[config.mk]
export PLATFORM = sky130hd
export DESIGN_NAME = tmux_4to1
export DESIGN_NICKNAME = d
export VERILOG_FILES = /design/src/rtl/tmux_4to1.sv
export SDC_FILE = /design/constraint.sdc
export NUM_CORES = 1
export LEC_CHECK = 0
export ABC_AREA = 1
export BUFFER_PORTS_ARGS = -buffer_cell sky130_fd_sc_hd__buf_2
export CAP_MARGIN = 20
export CORE_AREA = 2 2 77 79
export CTS_CLUSTER_DIAMETER = 150
export CTS_CLUSTER_SIZE = 12
export DETAILED_ROUTE_END_ITERATION = 8
export DIE_AREA = 0 0 79 81
export GPL_ROUTABILITY_DRIVEN = 0
export GPL_TIMING_DRIVEN = 0
export HOLD_SLACK_MARGIN = 0.08
export MAX_ROUTING_LAYER = met4
export PLACE_DENSITY = 0.76
export SLEW_MARGIN = 40
export SYNTH_ARGS = -nofsm -noshare
export SYNTH_HDL_FRONTEND = slang
export SYNTH_SLANG_ARGS = --single-unit
export TNS_END_PERCENT = 1
[constraint.sdc]
create_clock -name i_clk -period 1.4 [get_ports i_clk]
set_input_delay 0.14 -clock i_clk [delete_from_list [all_inputs] [get_ports i_clk]]
set_output_delay 0.14 -clock i_clk [all_outputs]
set_load 0.005 [all_outputs]
[src/rtl/tmux_4to1.sv]
// rtl/tmux_4to1.sv - one-hot AND-OR 4:1 mux with registered result and select-error flag
module tmux_4to1 #(
    parameter int WIDTH = 32
) (
    input  logic             i_clk,
    input  logic             i_rst,
    input  logic [WIDTH-1:0] i_src1,
    input  logic [WIDTH-1:0] i_src2,
    input  logic [WIDTH-1:0] i_src3,
    input  logic [WIDTH-1:0] i_src4,
    input  logic [3:0]       i_sel,
    output logic [WIDTH-1:0] o_result,
    output logic [WIDTH-1:0] o_result_q,
    output logic             o_sel_err_q
);

    logic [WIDTH-1:0] w_result;
    logic [3:0]       w_sel_minus1;
    logic             w_onehot;
    logic [WIDTH-1:0] r_result;
    logic             r_sel_err;

    // No priority: multi-hot selects OR their sources together.
    assign w_result = ({WIDTH{i_sel[0]}} & i_src1)
                    | ({WIDTH{i_sel[1]}} & i_src2)
                    | ({WIDTH{i_sel[2]}} & i_src3)
                    | ({WIDTH{i_sel[3]}} & i_src4);

    // Exactly one bit set: non-zero and clearing the lowest set bit leaves nothing.
    assign w_sel_minus1 = i_sel - 4'd1;
    assign w_onehot     = (i_sel != 4'd0) && ((i_sel & w_sel_minus1) == 4'd0);

    always_ff @(posedge i_clk or posedge i_rst) begin
        if (i_rst) begin
            r_result  <= '0;
            r_sel_err <= 1'b0;
        end else begin
            r_result  <= w_result;
            r_sel_err <= ~w_onehot;
        end
    end

    assign o_result    = w_result;
    assign o_result_q  = r_result;
    assign o_sel_err_q = r_sel_err;

endmodule

* Word level (Yosys, flattened, before mapping)
Index checks and enable logic that the tools add are counted.
** Word-level totals
- Bits in registers :: 33
- Input port bits :: 134
- Output and inout bits :: 65
** Operators by class
- Add/subtract/negate cells :: 1
- Bitwise logic cells :: 9
- Reductions and logical operators :: 3
** Operators by type and width (count)
- $and 32x32->32 :: 4
- $or 32x32->32 :: 3
- $and 4x4->4 :: 1
- $logic_not 4->1 :: 1
- $reduce_bool 4->1 :: 1
- $sub 4x1->4 const B :: 1
- $logic_and 1x1->1 :: 1
- $not 1->1 :: 1

* Longest topological paths before layout
- Depth in word-level cells :: 5
- Gate-level depth with buffers :: 6
- Depth with buffers taken out :: 5

* Worst setup path after synthesis
No wires, ideal clock.
- Kind :: input-to-reg
- From :: input port i_sel[2]
- To :: register r_result[1] (netlist: o_result_q[1])
- Library setup time :: 0.154 ns
- Data arrival time :: 0.545 ns
- Data required time :: 1.246 ns
- Path slack :: 0.700 ns
- Stages on the path :: 4
- Path buffers :: 2
- Cell sequence :: buf_6 > buf_6 > nand2_1 > nand4_1
** On the way
- Word-level cells in the longest chain between the ends :: 3
** RTL lines
- from (decl) :: line 11 : input logic [3:0] i_sel,
- $and 32x32->32 :: line 26 : | ({WIDTH{i_sel[2]}} & i_src3)
- $or 32x32->32 :: line 26
- $or 32x32->32 :: line 27 : | ({WIDTH{i_sel[3]}} & i_src4);
- named net o_result[1] :: line 12 : output logic [WIDTH-1:0] o_result,
- to (signal assigned) :: line 38 : r_result <= w_result;
- to (decl) :: line 20 : logic [WIDTH-1:0] r_result;
The timed path passes the listed nets, and every way through them passes these cells.

==> impl_metrics.env <==
export IMPL_grt_max_degree=34
export IMPL_synth_top_area_cell="dfrtp_1"
export IMPL_leakagePower_nw=1.62
export IMPL_slew_headroom=0.526
export IMPL_post_cts_repair_setup_buffers=0
export IMPL_netlist_instances=223
export IMPL_startpoint_type="primary input"
export IMPL_route_detailed_drc=0
export IMPL_vias=2286
export IMPL_grt_pass1_vias=2064
export IMPL_drt_initial_drc_count=91
export IMPL_synth_top_area_share=0.470
export IMPL_die_area_um2=6400
export IMPL_placed_area_um2=2820
export IMPL_hold_viol=0
export IMPL_ir_drop_v=0.000390
export IMPL_power_mw=2.44
export IMPL_initial_utilization=0.310
export IMPL_synth_edf_count=0
export IMPL_status="finished, final reports clean"
export IMPL_cts_tree="built"
export IMPL_dp_cells=492
export IMPL_cts_buffers=5
export IMPL_synth_most_common_cell="nand2_1"
export IMPL_ys_top_cells_by_area="dfrtp_1, nand2_1, nand4_1, buf_6, nand2_2"
export IMPL_post_route_min_period_ns=0.993
export IMPL_postSynth_asyncResetShare=1.00
export IMPL_hold_class="primary input to register"
export IMPL_critPathLaunch="i_rst"
export IMPL_track_usage=0.198
export IMPL_fp_row_count=28
export IMPL_clk_pin_slew_worst_paths_ns=0.07
export IMPL_ios=199
export IMPL_grt_overflow=0
export IMPL_antenna_found_initial=0
export IMPL_clock_fmax_mhz=1010
export IMPL_synthTopCellsByCount="nand2_1, dfrtp_1, nand4_1, buf_6, nand2_2"
export IMPL_coreArea_um2=5680
export IMPL_crit_path_max_fanout=33
export IMPL_fin_nets=559
export IMPL_finalInstanceArea_um2=2920
export IMPL_cts_sinks=33
export IMPL_grt_pass1_wl_um=9470
export IMPL_syn_nets=357
export IMPL_cts_root_buf="clkbuf_8"
export IMPL_hold_path_startpoint="i_src2[31]"
export IMPL_syn_area_um2=1760
export IMPL_routed_via_density=4.57
export IMPL_holdWs_ns=0.0960
export IMPL_tightest_slew_ns=0.710
export IMPL_drv_slew=0
export IMPL_cap_violations=0
export IMPL_arrival_ns=1.32
export IMPL_drive_gt1_frac=0.527
export IMPL_crit_type="primary input to async pin"
export IMPL_io_buffers=194
export IMPL_chipHeight_um=81
export IMPL_area_delta_synth_final_pct=66.1
export IMPL_seq_area_frac_synth=0.470
export IMPL_tns_ns=0
export IMPL_avgSynthCellArea_um2=7.88
export IMPL_dr_pass1_iters=4
export IMPL_crit_required_ns=1.73
export IMPL_ys_types=6
export IMPL_setup_viol=0
export IMPL_ys_warn_count=0
export IMPL_drt_wl_total_um=6650
export IMPL_htree_num_levels=2
export IMPL_synth_seq_cells=33
export IMPL_rsz0062_at_grt="false"
export IMPL_setup_worst_path_end_class="async pin"
export IMPL_routedWlPerCell_um=13.3
export IMPL_power_density_nw_per_um2=836
export IMPL_final_cells=500
export IMPL_cts_path_max_buffers=2
export IMPL_die_width_um=79
export IMPL_hpwlAfterDp_um=5260
export IMPL_diodes=0
export IMPL_min_period_over_period=0.709
export IMPL_antenna_left=0
export IMPL_synth_ff_type="dfrtp_1"
==> worst max-delay path, cell delays in order <==
cell and delay [ns]:
dlygate4sd3_1 0.53, buf_2 0.12, inv_2 0.51
==> cells in the final DEF, fill, tap and decap left out <==
cell type and n:
nand2_1 130, dlygate4sd3_1 1, inv_2 1, clkbuf_1 1
buf_6 16, dfrtp_1 33, nand4_1 32, buf_2 194
nand2_2 7, inv_1 4, clkbuf_8 6
==> worst paths after layout <==
path / end / slack (ns) / cells past startpoint
setup / recovery: o_result_q[27]$_DFF_PP0_ / 0.41 / 3
max in group i_clk: o_result_q[13] / 0.48 / 1
min in group asynchronous: o_result_q[9]$_DFF_PP0_ / 0.52 / 3
hold / removal: o_result_q[31]$_DFF_PP0_ / 0.1 / 3
==> what timing repair did <==
action | in CTS | in global routing
endpoints found under the setup margin | 0 | 0
resized for setup | 0 | 0
hold endpoints to repair | 33 | 0
hold buffers | 1 | 0
==> cell families (layout without fill, tap and decap cells) <==
kind of cell / Yosys count / count (layout) / share of synthesized area
buffers and inverters: 21 / 223 / 0.113
flip-flops: 33 / 33 / 0.470
AND/OR/NAND/NOR: 169 / 169 / 0.417
==> metrics by stage <==
step	setup WS, ns	util
finish	0.407	0.514
global route	0.245	0.514
CTS	0.344	0.514
detailed placement	0.494	0.497
global placement	0.0330	0.497
floorplan	0.541	-
==> state kept, by name (all words and copies together) (netlist names) <==
name	count
o_result_q	32
o_sel_err_q	1
==> cell type report <==
class | instances | area (µm²)
flip-flops and latches | 33 | 826
clock buffers | 7 | 86.3
fillers | 572 | 2760
multi-input cells | 169 | 732
repair buffers | 195 | 981
inverters | 5 | 18.8
plain buffers | 16 | 180
well taps | 75 | 93.8
==> power by group <==
group / switching (mW) / total, mW / internal [mW]
sequential: 0.0195 / 1.05 / 1.03
combinational: 0.334 / 0.681 / 0.347
clock: 0.315 / 0.705 / 0.390
total: 0.668 / 2.44 / 1.77
==> layer usage <==
metal / GRT usage / wire length (µm) / share of wire / vias to the layer above
met4: 0.0621 / 72 / 0.011 / 0
met1: 0.227 / 2740 / 0.41 / 1036
li1: - / - / - / 1121
met3: 0.0389 / 411 / 0.062 / 6
met5: - / 0 / 0 / -
met2: 0.352 / 3430 / 0.52 / 123
(Power assumes the default switching activity.)
